## config.mk

```make
export PLATFORM = sky130hd
export DESIGN_NAME = ddr_maint_sequencer_flat
export DESIGN_NICKNAME = d
export VERILOG_FILES = /design/src/rtl/ddr_maint_sequencer_if.sv /design/src/rtl/ddr_maint_sequencer.sv /design/src/flat_wrapper.sv
export SDC_FILE = /design/constraint.sdc
export NUM_CORES = 1
export LEC_CHECK = 0
export ABC_AREA = 1
export CORE_MARGIN = 2
export CORE_UTILIZATION = 30
export CTS_CLUSTER_DIAMETER = 120
export CTS_CLUSTER_SIZE = 30
export DETAILED_ROUTE_END_ITERATION = 8
export MAX_ROUTING_LAYER = met4
export SKIP_CTS_REPAIR_TIMING = 1
export SYNTH_ARGS = -nofsm -noshare
export SYNTH_HDL_FRONTEND = slang
export SYNTH_SLANG_ARGS = --single-unit
```

## constraint.sdc

```tcl
create_clock -name i_core_clk -period 2.8 [get_ports i_core_clk]
set_clock_uncertainty 0.15 [all_clocks]
set_input_delay 0.56 -clock i_core_clk [delete_from_list [all_inputs] [get_ports i_core_clk]]
set_output_delay 0.56 -clock i_core_clk [all_outputs]
set_load 0.005 [all_outputs]
```

## src/rtl/ddr_maint_sequencer_if.sv

```systemverilog
// rtl/ddr_maint_sequencer_if.sv - init, scheduler, DFI command and config signals of the maintenance sequencer
interface ddr_maint_sequencer_if #(
    parameter int RANKS = 1
);
    logic             dfi_init_start;
    logic             dfi_init_complete;
    logic             ddr_init_start;
    logic             ddr_init_done;
    logic             r_empty;
    logic             sched_hold;
    logic             sched_idle;
    logic             cmd_valid;
    logic             cmd_ready;
    logic [RANKS-1:0] cmd_cs_n;
    logic             cmd_ras_n;
    logic             cmd_cas_n;
    logic             cmd_we_n;
    logic             cmd_a10;
    logic             ready;
    logic [3:0]       ref_pending;
    logic             ref_overrun;
    logic             cfg_ref_en;
    logic             cfg_zqcs_en;

    modport master (
        output dfi_init_start, ddr_init_start, sched_hold, cmd_valid, cmd_cs_n,
               cmd_ras_n, cmd_cas_n, cmd_we_n, cmd_a10, ready, ref_pending, ref_overrun,
        input  dfi_init_complete, ddr_init_done, r_empty, sched_idle, cmd_ready,
               cfg_ref_en, cfg_zqcs_en
    );

    modport slave (
        input  dfi_init_start, ddr_init_start, sched_hold, cmd_valid, cmd_cs_n,
               cmd_ras_n, cmd_cas_n, cmd_we_n, cmd_a10, ready, ref_pending, ref_overrun,
        output dfi_init_complete, ddr_init_done, r_empty, sched_idle, cmd_ready,
               cfg_ref_en, cfg_zqcs_en
    );
endinterface

```

## src/rtl/ddr_maint_sequencer.sv

```systemverilog
// rtl/ddr_maint_sequencer.sv - DFI/DRAM bring-up, ZQCL, then per-rank refresh and periodic ZQCS maintenance
module ddr_maint_sequencer #(
    parameter int RANKS        = 1,
    parameter int T_REFI       = 3120,
    parameter int T_RFC        = 88,
    parameter int T_RP         = 6,
    parameter int T_ZQINIT     = 512,
    parameter int T_ZQCS       = 64,
    parameter int ZQCS_EVERY   = 128,
    parameter int POSTPONE_MAX = 8
) (
    input  logic                   i_core_clk,
    input  logic                   i_core_arstn,
    ddr_maint_sequencer_if.master  io_maint
);
    localparam int         TW    = 16;
    localparam logic [3:0] P_MAX = 4'(POSTPONE_MAX);

    typedef enum logic [3:0] {
        S_RESET, S_INIT_DFI, S_INIT_DDR, S_ZQCL, S_IDLE, S_HOLD, S_PREA, S_REF, S_ZQCS
    } state_t;

    state_t           r_state;
    logic             r_dfi_init_start, r_ddr_init_start, r_sched_hold, r_ready;
    logic             r_cmd_valid, r_ras_n, r_cas_n, r_we_n, r_a10;
    logic [RANKS-1:0] r_cmd_cs_n;
    logic             r_op_zq, r_wait;
    logic [TW-1:0]    r_wait_cnt, r_refi_cnt, r_round;
    logic [3:0]       r_ref_pending;
    logic             r_ref_overrun, r_zq_due;

    logic [TW-1:0]    w_wait_lim;
    logic             w_in_loop, w_refi_wrap, w_wait_done, w_accept;
    logic             w_ref_done, w_zqcs_done, w_ref_due, w_zq_en;

    always_comb begin
        w_wait_lim = '0;
        case (r_state)
            S_ZQCL:  w_wait_lim = TW'(T_ZQINIT);
            S_PREA:  w_wait_lim = TW'(T_RP);
            S_REF:   w_wait_lim = TW'(T_RFC);
            S_ZQCS:  w_wait_lim = TW'(T_ZQCS);
            default: w_wait_lim = '0;
        endcase
    end

    assign w_in_loop   = (r_state == S_IDLE) || (r_state == S_HOLD) || (r_state == S_PREA) ||
                         (r_state == S_REF)  || (r_state == S_ZQCS);
    assign w_refi_wrap = w_in_loop && io_maint.cfg_ref_en && (r_refi_cnt == TW'(T_REFI - 1));
    assign w_wait_done = r_wait && (r_wait_cnt == w_wait_lim);
    assign w_accept    = r_cmd_valid && io_maint.cmd_ready;
    assign w_ref_done  = (r_state == S_REF) && w_wait_done;
    assign w_zqcs_done = (r_state == S_ZQCS) && w_wait_done;
    assign w_zq_en     = io_maint.cfg_zqcs_en && (ZQCS_EVERY > 0);
    assign w_ref_due   = io_maint.cfg_ref_en &&
                         ((r_ref_pending == P_MAX) || ((r_ref_pending != 4'd0) && io_maint.r_empty));

    // Interval timer restarts from zero whenever refresh is disabled or the loop is left.
    always_ff @(posedge i_core_clk or negedge i_core_arstn) begin
        if (!i_core_arstn) begin
            r_refi_cnt    <= '0;
            r_ref_pending <= '0;
            r_ref_overrun <= 1'b0;
            r_round       <= '0;
            r_zq_due      <= 1'b0;
        end else begin
            if (w_in_loop && io_maint.cfg_ref_en)
                r_refi_cnt <= w_refi_wrap ? '0 : r_refi_cnt + 1'b1;
            else
                r_refi_cnt <= '0;

            if (w_refi_wrap && !w_ref_done) begin
                if (r_ref_pending == P_MAX) r_ref_overrun <= 1'b1;
                else                        r_ref_pending <= r_ref_pending + 1'b1;
            end else if (w_ref_done && !w_refi_wrap) begin
                r_ref_pending <= r_ref_pending - 1'b1;
            end

            if (w_zqcs_done) begin
                r_zq_due <= 1'b0;
            end else if (w_ref_done && w_zq_en) begin
                if (r_round == TW'(ZQCS_EVERY - 1)) begin
                    r_zq_due <= 1'b1;
                    r_round  <= '0;
                end else begin
                    r_round  <= r_round + 1'b1;
                end
            end
        end
    end

    always_ff @(posedge i_core_clk or negedge i_core_arstn) begin
        if (!i_core_arstn) begin
            r_state          <= S_RESET;
            r_dfi_init_start <= 1'b0;
            r_ddr_init_start <= 1'b0;
            r_sched_hold     <= 1'b0;
            r_ready          <= 1'b0;
            r_cmd_valid      <= 1'b0;
            r_cmd_cs_n       <= '1;
            r_ras_n          <= 1'b1;
            r_cas_n          <= 1'b1;
            r_we_n           <= 1'b1;
            r_a10            <= 1'b0;
            r_op_zq          <= 1'b0;
            r_wait           <= 1'b0;
            r_wait_cnt       <= '0;
        end else begin
            case (r_state)
                S_RESET: r_state <= S_INIT_DFI;
                S_INIT_DFI: begin
                    r_dfi_init_start <= 1'b1;
                    if (io_maint.dfi_init_complete) begin
                        r_state          <= S_INIT_DDR;
                        r_ddr_init_start <= 1'b1;
                    end
                end
                S_INIT_DDR: if (io_maint.ddr_init_done) begin
                    r_state          <= S_ZQCL;
                    r_dfi_init_start <= 1'b0;
                    r_ddr_init_start <= 1'b0;
                    r_cmd_valid      <= 1'b1;
                    r_cmd_cs_n       <= '0;
                    {r_ras_n, r_cas_n, r_we_n, r_a10} <= 4'b1101;
                end
                S_IDLE: begin
                    if (w_ref_due) begin
                        r_state      <= S_HOLD;
                        r_op_zq      <= 1'b0;
                        r_sched_hold <= 1'b1;
                    end else if (r_zq_due) begin
                        r_state      <= S_HOLD;
                        r_op_zq      <= 1'b1;
                        r_sched_hold <= 1'b1;
                    end
                end
                S_HOLD: if (io_maint.sched_idle) begin
                    r_state     <= S_PREA;
                    r_cmd_valid <= 1'b1;
                    r_cmd_cs_n  <= '0;
                    {r_ras_n, r_cas_n, r_we_n, r_a10} <= 4'b0101;
                end
                S_ZQCL, S_PREA, S_REF, S_ZQCS: begin
                    if (!r_wait) begin
                        if (w_accept) begin
                            r_cmd_valid <= 1'b0;
                            r_cmd_cs_n  <= '1;
                            {r_ras_n, r_cas_n, r_we_n, r_a10} <= 4'b1110;
                            r_wait      <= 1'b1;
                            r_wait_cnt  <= '0;
                        end
                    end else if (w_wait_done) begin
                        r_wait <= 1'b0;
                        case (r_state)
                            S_ZQCL: begin
                                r_state <= S_IDLE;
                                r_ready <= 1'b1;
                            end
                            S_PREA: begin
                                r_cmd_valid <= 1'b1;
                                r_cmd_cs_n  <= '0;
                                if (r_op_zq) begin
                                    r_state <= S_ZQCS;
                                    {r_ras_n, r_cas_n, r_we_n, r_a10} <= 4'b1100;
                                end else begin
                                    r_state <= S_REF;
                                    {r_ras_n, r_cas_n, r_we_n, r_a10} <= 4'b0010;
                                end
                            end
                            default: begin
                                r_state      <= S_IDLE;
                                r_sched_hold <= 1'b0;
                            end
                        endcase
                    end else begin
                        r_wait_cnt <= r_wait_cnt + 1'b1;
                    end
                end
                default: r_state <= S_RESET;
            endcase
        end
    end

    assign io_maint.dfi_init_start = r_dfi_init_start;
    assign io_maint.ddr_init_start = r_ddr_init_start;
    assign io_maint.sched_hold     = r_sched_hold;
    assign io_maint.cmd_valid      = r_cmd_valid;
    assign io_maint.cmd_cs_n       = r_cmd_cs_n;
    assign io_maint.cmd_ras_n      = r_ras_n;
    assign io_maint.cmd_cas_n      = r_cas_n;
    assign io_maint.cmd_we_n       = r_we_n;
    assign io_maint.cmd_a10        = r_a10;
    assign io_maint.ready          = r_ready;
    assign io_maint.ref_pending    = r_ref_pending;
    assign io_maint.ref_overrun    = r_ref_overrun;
endmodule

```

## src/flat_wrapper.sv

```systemverilog
// flat-port wrapper written by rule: the top's interface ports become plain ports
module ddr_maint_sequencer_flat 
#(
    parameter int RANKS        = 1,
    parameter int T_REFI       = 3120,
    parameter int T_RFC        = 88,
    parameter int T_RP         = 6,
    parameter int T_ZQINIT     = 512,
    parameter int T_ZQCS       = 64,
    parameter int ZQCS_EVERY   = 128,
    parameter int POSTPONE_MAX = 8
)
  (i_core_clk, i_core_arstn, io_maint_dfi_init_start, io_maint_ddr_init_start, io_maint_sched_hold, io_maint_cmd_valid, io_maint_cmd_cs_n, io_maint_cmd_ras_n, io_maint_cmd_cas_n, io_maint_cmd_we_n, io_maint_cmd_a10, io_maint_ready, io_maint_ref_pending, io_maint_ref_overrun, io_maint_dfi_init_complete, io_maint_ddr_init_done, io_maint_r_empty, io_maint_sched_idle, io_maint_cmd_ready, io_maint_cfg_ref_en, io_maint_cfg_zqcs_en);
  ddr_maint_sequencer_if #(.RANKS(RANKS)) io_maint_i ();
  input  logic i_core_clk;
  input  logic i_core_arstn;
  output wire logic [$bits(io_maint_i.dfi_init_start)-1:0] io_maint_dfi_init_start;
  output wire logic [$bits(io_maint_i.ddr_init_start)-1:0] io_maint_ddr_init_start;
  output wire logic [$bits(io_maint_i.sched_hold)-1:0] io_maint_sched_hold;
  output wire logic [$bits(io_maint_i.cmd_valid)-1:0] io_maint_cmd_valid;
  output wire logic [$bits(io_maint_i.cmd_cs_n)-1:0] io_maint_cmd_cs_n;
  output wire logic [$bits(io_maint_i.cmd_ras_n)-1:0] io_maint_cmd_ras_n;
  output wire logic [$bits(io_maint_i.cmd_cas_n)-1:0] io_maint_cmd_cas_n;
  output wire logic [$bits(io_maint_i.cmd_we_n)-1:0] io_maint_cmd_we_n;
  output wire logic [$bits(io_maint_i.cmd_a10)-1:0] io_maint_cmd_a10;
  output wire logic [$bits(io_maint_i.ready)-1:0] io_maint_ready;
  output wire logic [$bits(io_maint_i.ref_pending)-1:0] io_maint_ref_pending;
  output wire logic [$bits(io_maint_i.ref_overrun)-1:0] io_maint_ref_overrun;
  input wire logic [$bits(io_maint_i.dfi_init_complete)-1:0] io_maint_dfi_init_complete;
  input wire logic [$bits(io_maint_i.ddr_init_done)-1:0] io_maint_ddr_init_done;
  input wire logic [$bits(io_maint_i.r_empty)-1:0] io_maint_r_empty;
  input wire logic [$bits(io_maint_i.sched_idle)-1:0] io_maint_sched_idle;
  input wire logic [$bits(io_maint_i.cmd_ready)-1:0] io_maint_cmd_ready;
  input wire logic [$bits(io_maint_i.cfg_ref_en)-1:0] io_maint_cfg_ref_en;
  input wire logic [$bits(io_maint_i.cfg_zqcs_en)-1:0] io_maint_cfg_zqcs_en;
  assign io_maint_dfi_init_start = io_maint_i.dfi_init_start;
  assign io_maint_ddr_init_start = io_maint_i.ddr_init_start;
  assign io_maint_sched_hold = io_maint_i.sched_hold;
  assign io_maint_cmd_valid = io_maint_i.cmd_valid;
  assign io_maint_cmd_cs_n = io_maint_i.cmd_cs_n;
  assign io_maint_cmd_ras_n = io_maint_i.cmd_ras_n;
  assign io_maint_cmd_cas_n = io_maint_i.cmd_cas_n;
  assign io_maint_cmd_we_n = io_maint_i.cmd_we_n;
  assign io_maint_cmd_a10 = io_maint_i.cmd_a10;
  assign io_maint_ready = io_maint_i.ready;
  assign io_maint_ref_pending = io_maint_i.ref_pending;
  assign io_maint_ref_overrun = io_maint_i.ref_overrun;
  assign io_maint_i.dfi_init_complete = io_maint_dfi_init_complete;
  assign io_maint_i.ddr_init_done = io_maint_ddr_init_done;
  assign io_maint_i.r_empty = io_maint_r_empty;
  assign io_maint_i.sched_idle = io_maint_sched_idle;
  assign io_maint_i.cmd_ready = io_maint_cmd_ready;
  assign io_maint_i.cfg_ref_en = io_maint_cfg_ref_en;
  assign io_maint_i.cfg_zqcs_en = io_maint_cfg_zqcs_en;
  ddr_maint_sequencer #(.RANKS(RANKS), .T_REFI(T_REFI), .T_RFC(T_RFC), .T_RP(T_RP), .T_ZQINIT(T_ZQINIT), .T_ZQCS(T_ZQCS), .ZQCS_EVERY(ZQCS_EVERY), .POSTPONE_MAX(POSTPONE_MAX)) u_core (.i_core_clk(i_core_clk), .i_core_arstn(i_core_arstn), .io_maint(io_maint_i));
endmodule
```

Yosys cells after proc, flatten, opt, wreduce, memory -nomap -nowiden
Cells that the tools add are included.
W data, S select, Z words.

storage, ports and cells
  bits of input ports = 9
  register bits after elaboration = 70

cells by class
  muxes and demuxes = 63
  reduce and logical (&&, ||, !) cells = 42
  bitwise logic cells = 1
  equal/unequal tests = 24
  add/subtract/negate cells = 5

operators by type and width
  cell                     count
  $mux W16                 6
  $add A16 B1 Y16 const B  3
  $mux W4                  12
  $pmux W10 S4             1
  $mux W1                  34
  $pmux W4 S6              1
  $pmux W1 S3              6
  $eq A16 B10 Y1           1
  $eq A16 B12 Y1 const B   1
  $eq A16 B7 Y1 const B    1
  $eq A4 B3 Y1 const B     4
  $reduce_bool A2 Y1       7
  $ne A2 B2 Y1 const B     6
  $reduce_and A2 Y1        6
  $reduce_and A6 Y1        2
  $logic_and A1 B1 Y1      11
  $eq A4 B2 Y1 const B     2
  $eq A4 B4 Y1 const B     2
  $ne A3 B1 Y1 const B     2
  $ne A3 B3 Y1 const B     2
  $pmux W1 S2              3
  $reduce_and A3 Y1        2
  $logic_or A1 B1 Y1       5
  $reduce_and A5 Y1        1
  12 further kinds         14

Longest topological paths before layout
  depth in word-level cells = 11
  mapped depth = 18
  gate-level depth less buffers = 18

Least setup slack after synthesis
No wires, ideal clock.

  path type = reg-to-reg
  start = reg u_core.r_state[3]
  end = reg u_core.r_ref_pending[3], in the netlist u_core.io_maint.ref_pending[3]
  required time = 2,533 ps
  library setup time = 117 ps
  stages on the path, launching flop included = 17
  clock period less this slack = 2,373 ps
  data arrival time = 2,106 ps
  setup slack = 427 ps
  buffers on the path = 0
  cells stage by stage = dfrtp_1 nor2_1 nand2_2 nand2_1 nand2_1 nor2_4 nand3_1 nand2_1 ha_1 nand2_1 nand2_1 a31oi_1 inv_1 nand2_1 nand3_1 nand2_1 nand2_1

between the ends
  cells in the longest elaborated chain, start to end = 11
  elaborated cells on any way between the ends = 24
  those cells by class = 8 x eq/ne; 2 x mux; 14 x reduce/logical

RTL lines
  element                                                                  line                        text
  start: declaration                                                       ddr_maint_sequencer.sv:23   state_t r_state;
  start signal: assignment                                                 ddr_maint_sequencer.sv:94   r_state <= S_RESET;
  start signal: assignment                                                 ddr_maint_sequencer.sv:110  S_RESET: r_state <= S_INIT_DFI;
  start signal: assignment                                                 ddr_maint_sequencer.sv:114  r_state <= S_INIT_DDR;
  parallel branches: the longest is 11 deep, another holds $eq A16 B10 Y1  n/a
  end signal: assignment                                                   ddr_maint_sequencer.sv:74   else r_ref_pending <= r_ref_pending + 1'b1;
  end signal: assignment                                                   ddr_maint_sequencer.sv:76   r_ref_pending <= r_ref_pending - 1'b1;
  end: declaration                                                         ddr_maint_sequencer.sv:29   logic [3:0] r_ref_pending;

Several ways; the timed one is not identified.
A chain may end at the register's enable or synchronous reset.

Worst setup path after layout
  start = reg u_core.r_state[2]
  end = reg u_core.r_ref_pending[3], in the netlist u_core.io_maint.ref_pending[3]

Same word-level chain as after synthesis.

==> flow_metrics.env <==
export IMPL_status="finished clean"
export IMPL_drv_cap=0
export IMPL_syn_avg_cell_area_um2=7.54
export IMPL_ios=24
export IMPL_reg2reg_slack_ns=0.26
export IMPL_drive_gt1_share_pct=11.0
export IMPL_avgRoutedWirePerCell_um=11.5
export IMPL_hold_viol_final=0
export IMPL_fin_cells=748
export IMPL_final_area_mm2=0.00487
export IMPL_start_util_pct=30.4
export IMPL_seq_area_frac_synth_pct=44.0
export IMPL_finalCritPeriodShare_pct=90.6
export IMPL_cp_startpoint="u_core.r_state[2]"
export IMPL_coreArea_mm2=0.0131
export IMPL_grt_antenna_before_repair=0
export IMPL_rr_startpoint="u_core.r_state[2]"
export IMPL_r2r_cells=18
export IMPL_grtUsageTotal_pct=13.3
export IMPL_crit_fanout=6
export IMPL_cpLargestDelayFamily="simple AND/OR/NAND/NOR gates"
export IMPL_wl_um=8580
export IMPL_place_congestion=0.865
export IMPL_drt_iter0_drc=252
export IMPL_cp_data_arrival_time_ns=2.62
export IMPL_slew_violations=0
export IMPL_place_inst=731
export IMPL_period_needed_ns=2.54
export IMPL_clock_latency_ns=0.33
export IMPL_powerDensity_mw_per_mm2=885
export IMPL_dr_pass1_iters=5
export IMPL_nNetsFinal=582
export IMPL_timing_fmax_ghz=0.394
export IMPL_critPathBufInv=2
export IMPL_vias_per_cell=4.62
export IMPL_die_w_um=119
export IMPL_syn_num_nets=545
export IMPL_cp_required_ns=2.88
export IMPL_vias=3454
export IMPL_ant_nets=0
export IMPL_yosys_warnings=0
export IMPL_synth_xor_area_share_pct=3.29
export IMPL_placedInstanceArea_mm2=0.00447
export IMPL_path_class="flip-flop to flip-flop"
export IMPL_clock_tree_buffer_depth=2
export IMPL_dieArea_mm2=0.0143
export IMPL_finalSetupTns_ns=0
export IMPL_cp_slowest_cell="dfrtp_2"
export IMPL_yosys_area_share_simple_pct=30.7
export IMPL_cts_sinks=70
export IMPL_grt_pass1_wl_um=15000
export IMPL_ys_types=42
export IMPL_synthAdderAreaFrac_pct=2.07
export IMPL_ys_flop_type="dfrtp_1"
export IMPL_cp_depth=18
export IMPL_io_buffers=23
export IMPL_htreeDepth=3
export IMPL_finalSetupViolations=0
export IMPL_crit_chain="inv_2, nor2_4, nand2_2, nand2_2, nand2_1, nand2_1, nor2_4, nand3_1, nand2_1, ha_1, nand2_1, nand2_1, a31oi_2, inv_1, nand2_1, nand3_1, nand2_1, nand2_1"
export IMPL_endpoint="u_core.io_maint.ref_pending[3]"
export IMPL_synth_edf_count=0
export IMPL_r2r_end="u_core.io_maint.ref_pending[3]"
export IMPL_cts_tree="yes"
export IMPL_async_reset_ff_share_pct=100
export IMPL_cts_buffers=9
export IMPL_syn_cell_area_mm2=0.00400
export IMPL_grt_pass1_vias=3298
export IMPL_p_leak_nw=2.26
export IMPL_drc=0
export IMPL_ys_seq_elements=70
export IMPL_finalPower_mw=4.31
export IMPL_cts_root_buffer="clkbuf_16"
export IMPL_end_kind="flip-flop"
export IMPL_syn_to_final_growth_pct=21.8
export IMPL_start_kind="flip-flop"
export IMPL_irDropWorstVdd_mv=0.306
export IMPL_tightestPinTransition_ns=0.637
export IMPL_min_path_type="input port to asynchronous set/reset pin"
export IMPL_synth_mux_area_share_pct=0
export IMPL_relSlewSlack_pct=57.6
export IMPL_syn_inst=530
export IMPL_hpwl_um=6370
export IMPL_slowest_delay_ns=0.42
export IMPL_clk_pin_slew_ns=0.06
export IMPL_synth_compound_area_share_pct=10.5
export IMPL_synth_top_family_by_area="simple AND/OR/NAND/NOR gates"
export IMPL_n_antenna_cell=0
export IMPL_cpMostUsedCell="nand2_1"
export IMPL_rows=42
export IMPL_die_h_um=119
export IMPL_grt_max_degree=45
export IMPL_grt_overflow=0
[state kept, by name, summed over array words and instances (netlist names)]
name,flops
u_core.io_maint.cmd_we_n,1
u_core.io_maint.ddr_init_start,1
u_core.r_op_zq,1
u_core.r_wait,1
u_core.r_refi_cnt,16
u_core.io_maint.sched_hold,1
u_core.io_maint.ref_overrun,1
u_core.r_zq_due,1
u_core.io_maint.cmd_a10,1
u_core.r_wait_cnt,16
u_core.io_maint.cmd_cs_n,1
u_core.io_maint.ready,1
u_core.io_maint.cmd_cas_n,1
u_core.io_maint.cmd_ras_n,1
u_core.io_maint.dfi_init_start,1
u_core.io_maint.ref_pending,4
u_core.io_maint.cmd_valid,1
u_core.r_round,16
u_core.r_state,4
[worst reg2reg max path, delay by kind of cell, from the launching register on]
family	cells	cell delay, ns
flip-flops	1	0.42
AND/OR/NAND/NOR	14	1.26
adder cells (fa/ha/maj)	1	0.33
buffers and inverters	2	0.12
AO/OA/AOI/OAI	1	0.16
[cells in the final DEF (no fill, tap or decap), types with 4 or more instances in the layout]
master           synthesis  layout
buf_4                    0      10
nor2_1                  57      54
o21ai_1                 11      11
nand2_1                122     122
dfrtp_1                 66      64
nand3_1                 43      43
inv_1                   76      76
o21ai_0                 21      21
nand4_1                 10      10
inv_2                    9       9
dfstp_2                  4       4
o31ai_1                 10      10
ha_1                     5       5
nor3_1                  19      19
clkbuf_16                0       9
clkdlybuf4s50_1          0      22
nand2_2                  6       6
a21oi_1                 16      16
xor2_1                  12      12
bufinv_16                0       4
[cell families (layout without fill, tap and decap cells)]
| group | count (synthesis) | in the layout |
|---|---|---|
| simple gates | 273 | 273 |
| fa+ha+maj | 6 | 6 |
| xor+xnor | 15 | 15 |
| flops | 70 | 70 |
| buf+inv | 94 | 136 |
| compound gates | 72 | 72 |
[report_power, final]
group / internal (mW) / switching, mW / leakage, nW
Sequential: 1.21 / 0.164 / 0.877
Combinational: 0.604 / 0.924 / 1.21
Clock: 0.982 / 0.427 / 0.179
[per-layer routing]
metal	global-route usage, %	part of all wire, %
met1	16.8	48
met2	20.9	47
met3	2.49	3.4
met4	6.18	1.4
met5	-	0
[area by class of cell]
class,instances,area (um2)
inverters,86,323
fillers,1343,8270
clock inverters,6,133
clock buffers,10,239
multi-input cells,366,1870
well taps,176,220
repair buffers,34,320
flip-flops and latches,70,1760
[synthesized netlist by cell type (2+ instances only)]
| master | count | share of area [%] |
|---|---|---|
| a31oi_1 | 3 | 0.47 |
| nor3_1 | 19 | 2.4 |
| o21a_1 | 2 | 0.38 |
| nand4_1 | 10 | 1.6 |
| nand3_1 | 43 | 5.4 |
| xnor2_1 | 3 | 0.66 |
| a21oi_1 | 16 | 2.0 |
| ha_1 | 5 | 1.6 |
| buf_6 | 3 | 0.85 |
| nor2_1 | 57 | 5.4 |
| o31ai_1 | 10 | 1.9 |
| o21ai_1 | 11 | 1.4 |
| buf_2 | 3 | 0.38 |
| clkbuf_1 | 2 | 0.19 |
| inv_2 | 9 | 0.85 |
| inv_1 | 76 | 7.1 |
| o21ai_0 | 21 | 2.6 |
| nand2_1 | 122 | 11 |
| dfstp_2 | 4 | 2.6 |
| nor2_4 | 3 | 0.85 |
| or2_2 | 2 | 0.31 |
| xor2_1 | 12 | 2.6 |
| nand2_2 | 6 | 0.94 |
| dfrtp_1 | 66 | 41 |
| o21bai_1 | 3 | 0.56 |
| nor4_1 | 3 | 0.47 |
[stage by stage]
step | utilization [%] | hold slack [ns] | setup WS (ns)
after global routing | 37.0 | 0.144 | -0.00320
final | 37.0 | 0.0911 | 0.263
after detailed placement | 34.0 | 0.313 | -0.142
after global placement | 34.0 | 0.311 | -0.0563
after CTS | 36.9 | 0.110 | 0.217
after floorplan | - | 0.114 | 0.427
[worst min path at each step]
stage / slack, ns / endpoint / startpoint / cells past startpoint
after floorplan: 0.11 / u_core.io_maint.cmd_a10 / i_core_arstn / 0
after global placement: 0.31 / u_core.io_maint.cmd_ras_n / u_core.io_maint.cmd_ras_n / 2
after detailed placement: 0.31 / u_core.io_maint.cmd_ras_n / u_core.io_maint.cmd_ras_n / 2
after CTS: 0.11 / u_core.r_round[12] / i_core_arstn / 1
after global routing: 0.14 / u_core.r_round[12] / i_core_arstn / 1
final: 0.09 / u_core.r_round[12] / i_core_arstn / 1
Power figures use the tool's default switching activity.
